**config.mk**
```make
export PLATFORM = sky130hd
export DESIGN_NAME = stopwatch_bcd_counter
export DESIGN_NICKNAME = d
export VERILOG_FILES = /design/src/rtl/stopwatch_bcd_counter.sv
export SDC_FILE = /design/constraint.sdc
export NUM_CORES = 1
export LEC_CHECK = 0
export BUFFER_PORTS_ARGS = -buffer_cell sky130_fd_sc_hd__buf_2
export CORE_MARGIN = 2
export CORE_UTILIZATION = 47
export DETAILED_ROUTE_END_ITERATION = 8
export GPL_TIMING_DRIVEN = 1
export PLACE_DENSITY_LB_ADDON = 0.15
export SETUP_SLACK_MARGIN = 0.1
export SLEW_MARGIN = 20
export SYNTH_ARGS = -nofsm -noshare
export SYNTH_HDL_FRONTEND = slang
export SYNTH_SLANG_ARGS = --single-unit
```
**constraint.sdc**
```tcl
create_clock -name CLK -period 1.5 [get_ports CLK]
set_input_delay 0.3 -clock CLK [delete_from_list [all_inputs] [get_ports CLK]]
set_output_delay 0.3 -clock CLK [all_outputs]
set_load 0.02 [all_outputs]
```
**src/rtl/stopwatch_bcd_counter.sv**
```systemverilog
// BCD minutes:seconds stopwatch counting ENABLE ticks from 00:00 up to MIN_LIMIT:SEC_LIMIT, then wrapping.
// A rising edge on START_STOP toggles run/stop; CLEAR zeroes the display and stops; CARRY pulses on wrap.
module stopwatch_bcd_counter #(
    parameter int unsigned SEC_LIMIT = 59,
    parameter int unsigned MIN_LIMIT = 59
) (
    input  logic       CLK,
    input  logic       RESET,
    input  logic       ENABLE,
    input  logic       START_STOP,
    input  logic       CLEAR,
    output logic [3:0] SEC_ONE,
    output logic [3:0] SEC_TEN,
    output logic [3:0] MIN_ONE,
    output logic [3:0] MIN_TEN,
    output logic       RUNNING,
    output logic       CARRY
);

    localparam logic [3:0] SecOneLim = 4'(SEC_LIMIT % 10);
    localparam logic [3:0] SecTenLim = 4'(SEC_LIMIT / 10);
    localparam logic [3:0] MinOneLim = 4'(MIN_LIMIT % 10);
    localparam logic [3:0] MinTenLim = 4'(MIN_LIMIT / 10);

    typedef enum logic [0:0] {StStopped, StCounting} state_e;

    state_e     state_q, state_d;
    logic       start_stop_q;
    logic       start_edge;
    logic       count_en;
    logic       sec_at_lim;
    logic       min_at_lim;
    logic [3:0] sec_one_q, sec_one_d;
    logic [3:0] sec_ten_q, sec_ten_d;
    logic [3:0] min_one_q, min_one_d;
    logic [3:0] min_ten_q, min_ten_d;
    logic       carry_q, carry_d;

    assign start_edge = START_STOP & ~start_stop_q;
    // Count decision uses the pre-toggle run state, so a tick on a stop edge still counts.
    assign count_en   = ENABLE & (state_q == StCounting) & ~CLEAR;
    assign sec_at_lim = (sec_ten_q == SecTenLim) && (sec_one_q == SecOneLim);
    assign min_at_lim = (min_ten_q == MinTenLim) && (min_one_q == MinOneLim);

    always_comb begin
        state_d = state_q;
        if (CLEAR) begin
            state_d = StStopped;
        end else if (start_edge) begin
            state_d = (state_q == StCounting) ? StStopped : StCounting;
        end
    end

    always_comb begin
        sec_one_d = sec_one_q;
        sec_ten_d = sec_ten_q;
        min_one_d = min_one_q;
        min_ten_d = min_ten_q;
        carry_d   = 1'b0;
        if (CLEAR) begin
            sec_one_d = 4'h0;
            sec_ten_d = 4'h0;
            min_one_d = 4'h0;
            min_ten_d = 4'h0;
        end else if (count_en) begin
            if (sec_at_lim) begin
                sec_one_d = 4'h0;
                sec_ten_d = 4'h0;
                if (min_at_lim) begin
                    min_one_d = 4'h0;
                    min_ten_d = 4'h0;
                    carry_d   = 1'b1;
                end else if (min_one_q == 4'd9) begin
                    min_one_d = 4'h0;
                    min_ten_d = min_ten_q + 4'd1;
                end else begin
                    min_one_d = min_one_q + 4'd1;
                end
            end else if (sec_one_q == 4'd9) begin
                sec_one_d = 4'h0;
                sec_ten_d = sec_ten_q + 4'd1;
            end else begin
                sec_one_d = sec_one_q + 4'd1;
            end
        end
    end

    always_ff @(posedge CLK or posedge RESET) begin
        if (RESET) begin
            state_q      <= StStopped;
            start_stop_q <= 1'b0;
            sec_one_q    <= 4'h0;
            sec_ten_q    <= 4'h0;
            min_one_q    <= 4'h0;
            min_ten_q    <= 4'h0;
            carry_q      <= 1'b0;
        end else begin
            state_q      <= state_d;
            start_stop_q <= START_STOP;
            sec_one_q    <= sec_one_d;
            sec_ten_q    <= sec_ten_d;
            min_one_q    <= min_one_d;
            min_ten_q    <= min_ten_d;
            carry_q      <= carry_d;
        end
    end

    assign SEC_ONE = sec_one_q;
    assign SEC_TEN = sec_ten_q;
    assign MIN_ONE = min_one_q;
    assign MIN_TEN = min_ten_q;
    assign RUNNING = (state_q == StCounting);
    assign CARRY   = carry_q;

endmodule

```
==> metrics.log, run 1 <==
[metrics] total negative slack: -69.8 ps
[metrics] global-route wire length before repair: 3720 um
[metrics] Mapped Cells: 107
[metrics] 1st-pass router iterations: 4
[metrics] Die W: 51.3 um
[metrics] area share of the leading cell type in the synthesized netlist: a little under half
[metrics] Net count, final: 158
[metrics] PnR worst setup slack: -22.7 ps
[metrics] floorplan row count: 17
[metrics] leakage component of the power: 0.000668 uW
[metrics] startpoint types: register
[metrics] CTS sink cnt: 19
[metrics] outcome: finished, violations left
[metrics] root buffer cell: clkbuf_4
[metrics] maxcap violations: 0
[metrics] kind of critical path: register to register
[metrics] leading post-synthesis cells by cell area: dfrtp_1 (45%), ha_1 (9.5%), o21ai_0 (4.8%), a21oi_1 (3.8%), nor2_1 (2.5%)
[metrics] Post-Synthesis Cell Area: about 1100 um^2
[metrics] number of global-route vias before repair: 893
[metrics] CTS Hold Buffers Added: 0
[metrics] fraction of layout instances using a drive strength above 1: 45.8%
[metrics] sequential fraction of the synthesis area: around 45%
[metrics] total gr overflow: 0
[metrics] warning count from the yosys run: 0
[metrics] share of the synthesized area in compound gates (AO/OA/AOI/OAI): 13.9%
[metrics] post-placement cell area: 1330 um^2
[metrics] share of synthesized flip-flops with an asynchronous set or reset: 100%
[metrics] antenna-violating nets left: 0
[metrics] Layout Cells excl Fill: about 170
[metrics] antenna fix cells: 0
[metrics] later-pin clock latency in the skew report: 290 ps
[metrics] top-count cell post-synth: dfrtp_1
[metrics] Post-Synthesis Net Count: 120
[metrics] maximum root-to-sink buffer count: 2
[metrics] unrepaired setup endpoints after global routing: true
[metrics] cell total after placement: 165
[metrics] post-layout instance area: 1420 um^2
[metrics] largest family of logic cells by synthesized area: simple AND/OR/NAND/NOR gates
[metrics] Critical Path AT: 1750 ps
[metrics] Area Growth Syn to Fin: 34.9%
[metrics] wire per inst: 13.0 um
[metrics] Critical path origin: SEC_TEN[0]$_DFFE_PP0P_
[metrics] Post-Route Skew: 4.45 ps
[metrics] area of the core region: 2170 um^2
[metrics] GPL Wtd Cong: ~0.8
[metrics] pin count of the biggest net entering global routing: 20
[metrics] starting utilization of the core area: between 40% and 50%
[metrics] Worst-path clk slew: 110 ps
[metrics] slack of the worst reg-to-reg path: -20 ps
[metrics] most instantiated flip-flop cell in the synthesis netlist: dfrtp_1
[metrics] wire length reported by the detailed router: approximately 2200 um
[metrics] antenna violations before repair: 0
[metrics] P per Cell Area: 649 nW/um^2
[metrics] all-layer global routing usage: 19.0%
[metrics] proportion of synthesized area in mux cells: less than 1%
[metrics] TritonCTS clock tree: built
[metrics] violated checks: negative setup slack
[metrics] peak supply drop: 0.556 mV
[metrics] distinct cell type count after synthesis: 39
[metrics] FF-to-FF End: SEC_TEN[1]$_DFFE_PP0P_
[metrics] Total Die Area: 2640 um^2
[metrics] Critical Path Sink Type: register
[metrics] via/cell ratio: roughly 5.4
[metrics] final setup violation count: 5
[metrics] vias after detailed routing: slightly above 900
[metrics] Reg2Reg Depth: 5
[metrics] max frequency: 657 MHz
[metrics] estimated wirelength of the detail-placed design: ~1600 um
[metrics] largest fanout on the critical path: 4
[metrics] number of register bits inferred by synthesis: 19
[metrics] final critical delay including setup and external delays: 1520 ps
[metrics] critical path data required time: 1730 ps
[metrics] Die H: 51.3 um
[metrics] Least-Margin Pin Slew: 401 ps
[metrics] final hold violation count: 0
[metrics] normalized max-slew margin: around 73%
[metrics] cell types with the highest counts after synthesis: dfrtp_1 (19), o21ai_0 (10), a21oi_1 (8), ha_1 (8), nor2_1 (7)
[metrics] H-tree levels: 1
[metrics] worst reg2reg startpoint: SEC_TEN[0]$_DFFE_PP0P_
[metrics] drt first-iter violations: 6
[metrics] Critical path destination: SEC_TEN[1]$_DFFE_PP0P_
[metrics] Post-synth EDFFs: 0
[metrics] adder-cell share of the synthesized area: approximately a tenth
[metrics] leading area contributor after synthesis: dfrtp_1
[metrics] total CTS buffers: 3
[metrics] Port Buf Inserts: 22
[metrics] drt drc: 0
[metrics] Post-Synth XOR/XNOR Area: 1.66%
[metrics] Min-Delay Path Class: primary input to async pin
[metrics] Final Slew Violations: 0
[metrics] number of ports placed on the die boundary: 23
[metrics] share of the cycle needed by the critical path after routing: 102%
[metrics] mean instance size in the synthesized netlist: 9.85 um^2
[metrics] PnR Total Power: 923 uW
[metrics] Worst Hold Margin: 8.85 ps
[metrics] simple-gate share of the synthesized area: 25.5%
-- stage by stage --
stage	worst slack, ps	utilization [%]
floorplan	-69.3	-
global placement	-1.89	61.1
detailed placement	-49.2	61.1
CTS	-26.8	63.6
global route	-82.6	65.5
finish	-22.7	65.5
-- sequential cells by signal, indices dropped and copies added (netlist names) --
register / flops
RUNNING: 1
CARRY: 1
MIN_TEN: 4
SEC_TEN: 4
SEC_ONE: 4
start_stop_q: 1
MIN_ONE: 4
-- worst min-delay path by stage --
stage | startpoint | end | slack (ps) | cells after the start
detailed placement | RESET | MIN_TEN[1]$_DFFE_PP0P_ | 340 | 3
global route | RESET | MIN_ONE[3]$_DFFE_PP0P_ | 2 | 3
finish | RESET | MIN_ONE[2]$_DFFE_PP0P_ | 9 | 3
CTS | RESET | SEC_TEN[2]$_DFFE_PP0P_ | 10 | 3
floorplan | RESET | CARRY$_DFF_PP0_ | 250 | 1
global placement | RESET | MIN_TEN[1]$_DFFE_PP0P_ | 330 | 3
-- power breakdown --
group	internal [uW]	switching (uW)
Sequential	525	15.3
Clock	103	155
Combinational	47.8	76.2
-- layout by cell type (no fill, tap or decap), drive strengths merged, types with 2 or more instances in the layout --
master and n:
buf 36, dfrtp 19, o21ai 11, ha 8, a21oi 8, nor2 7
nand2 6, nand3 6, inv 6, clkbuf 4, and3b 3, nor3 3
and3 3, nor4 2, or3b 2, or3 2, a31oi 2, or4 2
-- timing repair --
action	CTS	global route
gates resized for setup	9	9
pin swaps	3	1
setup endpoints to repair	12	15
setup buffers	1	2
-- metal layers --
metal | GRT usage (%) | up-vias | share of wire, %
met5 | 0 | - | 0
met4 | 7.02 | 0 | 0.76
met3 | 3.51 | 2 | 3.0
met2 | 35.1 | 14 | 53
met1 | 21.5 | 457 | 43
li1 | - | 460 | -
-- cell type report --
| type | count | area [um^2] |
|---|---|---|
| fill | 200 | 748 |
| multi-input combinational | 79 | 628 |
| sequential | 19 | 480 |
| timing repair buffer | 36 | 229 |
| tap | 28 | 35.0 |
| clock buffer | 4 | 26.3 |
| inverter | 6 | 22.5 |
-- worst max-delay path, cell delays in order, from the launching register on --
cell and delay (ps):
dfrtp_2 440, ha_4 160, and3b_2 240, buf_4 150, or3_4 360, a21oi_2 110
-- kinds of logic (layout without fill, tap and decap cells) --
logic type / count (synthesis) / after routing
and+or+nand+nor: 44 / 44
adders and majority gates: 8 / 8
buffers and inverters: 9 / 46
xor gates and xnor gates: 2 / 2
muxes: 1 / 1
AOI/OAI and AO/OA: 24 / 24
DFF: 19 / 19
Power figures use the tool's default switching activity.
==> run 2: changes to the inputs <==
ABC_AREA = 1   (was default)
CORE_ASPECT_RATIO = 1.25   (was default)
CORE_UTILIZATION = 48   (was 47)
CTS_CLUSTER_SIZE = 16   (was default)
==> run 2 against run 1 <==
Against the previous run:
- the flow finishes with violations (negative hold slack)
- cell count is 18% higher
- clock power is essentially flat
- die area rose by 4.7%
- total power rose by 21%
- first-iteration DRC count increased by 83%
- critical path depth rose by 2
- combinational power is 120% higher
- synthesized cell count increased by 28%
- cell area grew 0.35%
- worst setup slack better by 150 ps
- register-to-register slack better by 150 ps
- largest power group unchanged
==> metrics.log, run 2 <==
[metrics] outcome: finished, violations left
[metrics] violated checks: negative hold slack
[metrics] Port Buf Inserts: 22 (unchanged)
[metrics] Total Die Area: 2760 um^2 (+4.7%)
[metrics] estimated wirelength of the detail-placed design: 1810 um (+13%)
[metrics] 1st-pass router iterations: 4 (unchanged)
[metrics] starting utilization of the core area: 51.1% (+2.5 points)
[metrics] leakage component of the power: 0.000730 uW (+9.2%)
[metrics] slowest stage delay, CP: 430 ps (about the same)
[metrics] CTS sink cnt: 19 (unchanged)
[metrics] area of the core region: 2210 um^2 (+1.9%)
[metrics] GPL Wtd Cong: 0.838 (+3.6%)
[metrics] Min-Delay Path Class: primary input to async pin
[metrics] drt drc: 0 (unchanged)
[metrics] largest fanout on the critical path: 5 (+1)
[metrics] Final Slew Violations: 0 (unchanged)
[metrics] total negative slack: 0 ps (+69.8 ps)
[metrics] crit path max-delay cell type: dfrtp_2
[metrics] maximum root-to-sink buffer count: 2 (unchanged)
[metrics] normalized max-slew margin: 76.2% (+3.0 points)
[metrics] unrepaired setup endpoints after global routing: true
[metrics] antenna-violating nets left: 0 (unchanged)
[metrics] fraction of layout instances using a drive strength above 1: 33.7% (-12 points)
[metrics] Post-synth EDFFs: 0 (unchanged)
[metrics] Die W: 47.4 um (-7.7%)
[metrics] antenna fix cells: 0 (unchanged)
[metrics] leading post-synthesis cells by cell area: dfrtp_1 (42%), nand2_1 (12%), ha_1 (8.9%), nand3_1 (7.5%), inv_1 (5.0%)
[metrics] Post-Synthesis Net Count: 150 (+25%)
[metrics] Net count, final: 186 (+18%)
[metrics] H-tree levels: 1 (unchanged)
[metrics] final critical delay including setup and external delays: 1370 ps (-151 ps)
[metrics] critical path data required time: 1700 ps (-30 ps)
[metrics] Worst Hold Margin: -0.662 ps (-9.51 ps)
[metrics] vias after detailed routing: 984 (+5.5%)
[metrics] number of ports placed on the die boundary: 23 (unchanged)
[metrics] share of synthesized flip-flops with an asynchronous set or reset: 100% (unchanged)
[metrics] Worst-path clk slew: 100 ps (about the same)
[metrics] antenna violations before repair: 0 (unchanged)
[metrics] kind of critical path: register to register
[metrics] later-pin clock latency in the skew report: 300 ps (about the same)
[metrics] worst reg2reg startpoint: SEC_ONE[1]$_DFFE_PP0P_
[metrics] all-layer global routing usage: 20.9% (+1.9 points)
[metrics] share of the cycle needed by the critical path after routing: 91.5% (-10 points)
[metrics] sequential fraction of the synthesis area: 42.1% (-3.0 points)
[metrics] P per Cell Area: 784 nW/um^2 (+21%)
[metrics] final setup violation count: 0 (-5)
[metrics] fill count: 215 (+7.5%)
[metrics] most instantiated flip-flop cell in the synthesis netlist: dfrtp_1
[metrics] pin count of the biggest net entering global routing: 20 (unchanged)
[metrics] TritonCTS clock tree: built
[metrics] final hold violation count: 4 (+4)
[metrics] post-layout instance area: 1430 um^2 (+0.35%)
[metrics] root buffer cell: clkbuf_4
[metrics] peak supply drop: 0.771 mV (+39%)
[metrics] CTS Hold Buffers Added: 0 (unchanged)
[metrics] top-count cell post-synth: nand2_1
[metrics] via/cell ratio: 4.85 (-11%)
[metrics] Area Growth Syn to Fin: 26.2%
[metrics] distinct cell type count after synthesis: 22 (-44%)
[metrics] global-route wire length before repair: 4120 um (+11%)
[metrics] max frequency: 729 MHz (+11%)
[metrics] Critical path origin: SEC_ONE[1]$_DFFE_PP0P_
[metrics] number of global-route vias before repair: 938 (+5.0%)
[metrics] startpoint types: register
[metrics] Critical Path AT: 1580 ps (-170 ps)
[metrics] Least-Margin Pin Slew: 356 ps (-44.9 ps)
[metrics] commonest cells after routing, fill and taps aside: nand2_1 (31), buf_2 (22), nand3_1 (16), dfrtp_1 (15), inv_1 (13)
[metrics] PnR Total Power: 1120 uW (+21%)
[metrics] warning count from the yosys run: 0 (unchanged)
[metrics] Critical Path Sink Type: register
[metrics] mean instance size in the synthesized netlist: 8.25 um^2 (-16%)
[metrics] Mapped Cells: 137 (+28%)
[metrics] floorplan row count: 19 (+2)
[metrics] area share of the leading cell type in the synthesized netlist: 42.1% (-3.0 points)
[metrics] sequence of cells on the critical path: inv_2 -> ha_4 -> nand3_4 -> o21ai_4 -> nand3_2 -> nand2_1 -> nand2_1
[metrics] most numerous cell on the critical path: nand2_1
[metrics] number of register bits inferred by synthesis: 19 (unchanged)
[metrics] Die H: 58.2 um (+13%)
[metrics] cell types with the highest counts after synthesis: nand2_1 (35), dfrtp_1 (19), nand3_1 (17)
[metrics] wire length reported by the detailed router: 2360 um (+5.2%)
[metrics] Post-Route Skew: 4.51 ps (+0.0525 ps)
[metrics] maxcap violations: 0 (unchanged)
[metrics] leading area contributor after synthesis: dfrtp_1
[metrics] total CTS buffers: 3 (unchanged)
[metrics] most common cell after layout, fill and taps aside: nand2_1
[metrics] drt first-iter violations: 11 (+5)
[metrics] wire per inst: 11.6 um (-11%)
[metrics] Post-Synthesis Cell Area: 1130 um^2 (+7.2%)
[metrics] total gr overflow: 0 (unchanged)
[metrics] post-placement cell area: 1320 um^2 (-0.47%)
run 2: report_power, final:
group          internal, uW  switching, uW  total (uW)
logic                   104            163         267
registers               548           44.1         592
clock network           104            157         260
run 2: worst max-delay path: cells and delay by family, from the launching register on:
kind | cells | cell delay [ps]
and+or+nand+nor | 4 | 390
DFF | 1 | 430
buffers and inverters | 1 | 70
adders and majority gates | 1 | 140
AOI/OAI and AO/OA | 1 | 240
run 2: worst paths after layout:
path / to / slack, ps / cells past startpoint
setup / recovery: MIN_TEN[2]$_DFFE_PP0P_ / 130 / 7
setup reg to reg: MIN_TEN[2]$_DFFE_PP0P_ / 130 / 7
min in group CLK: start_stop_q$_DFF_PP0_ / 110 / 1
hold / removal: SEC_ONE[2]$_DFFE_PP0P_ / -0.7 / 3
max in group asynchronous: MIN_ONE[0]$_DFFE_PP0P_ / 1280 / 3
hold reg to reg: RUNNING$_DFFE_PP0P_ / 520 / 3
run 2: area by class of cell:
cell class                 instances  area (um^2)  area share, %
inverter                          16         60.1           4.21
clock buffer                       4         26.3           1.84
timing repair buffer              32          185           13.0
sequential                        19          480           33.7
tap                               31         38.8           2.72
multi-input combinational        101          636           44.6
run 2: what timing repair did:
action | 4_1_cts | 5_1_grt
cloned | 0 | 0
buffers inserted | 3 | 2
pin swaps | 3 | 1
gates resized for setup | 4 | 8
endpoints found under the setup margin | 11 | 15
run 2: per-layer routing:
metal  track usage [%]  vias up  wire length [um]
li1                  -      510                 -
met1              26.6      451               991
met3              1.87        5                67
met2              35.1       18              1250
met4              8.33        0                45
met5                 0        -                 0
run 2: per-stage QoR:
stage / utilization (%) / std cells / setup WS (ps)
after floorplan: - / 137 / 105
after global placement: 59.7 / 194 / 76.6
after global routing: 64.5 / 203 / 15.8
after CTS: 63.0 / 201 / 101
after detailed placement: 59.7 / 194 / 48.0
final: 64.5 / 203 / 128
run 2: kinds of logic (layout without fill, tap and decap cells):
group           count (synthesis)  count (layout)  share of synthesized area [%]
compound gates                 12              12                           6.64
flops                          19              19                           42.1
buf+inv                        17              52                           6.31
fa+ha+maj                       8               8                           8.86
xor+xnor                        5               5                           3.88
simple gates                   76              76                           32.2
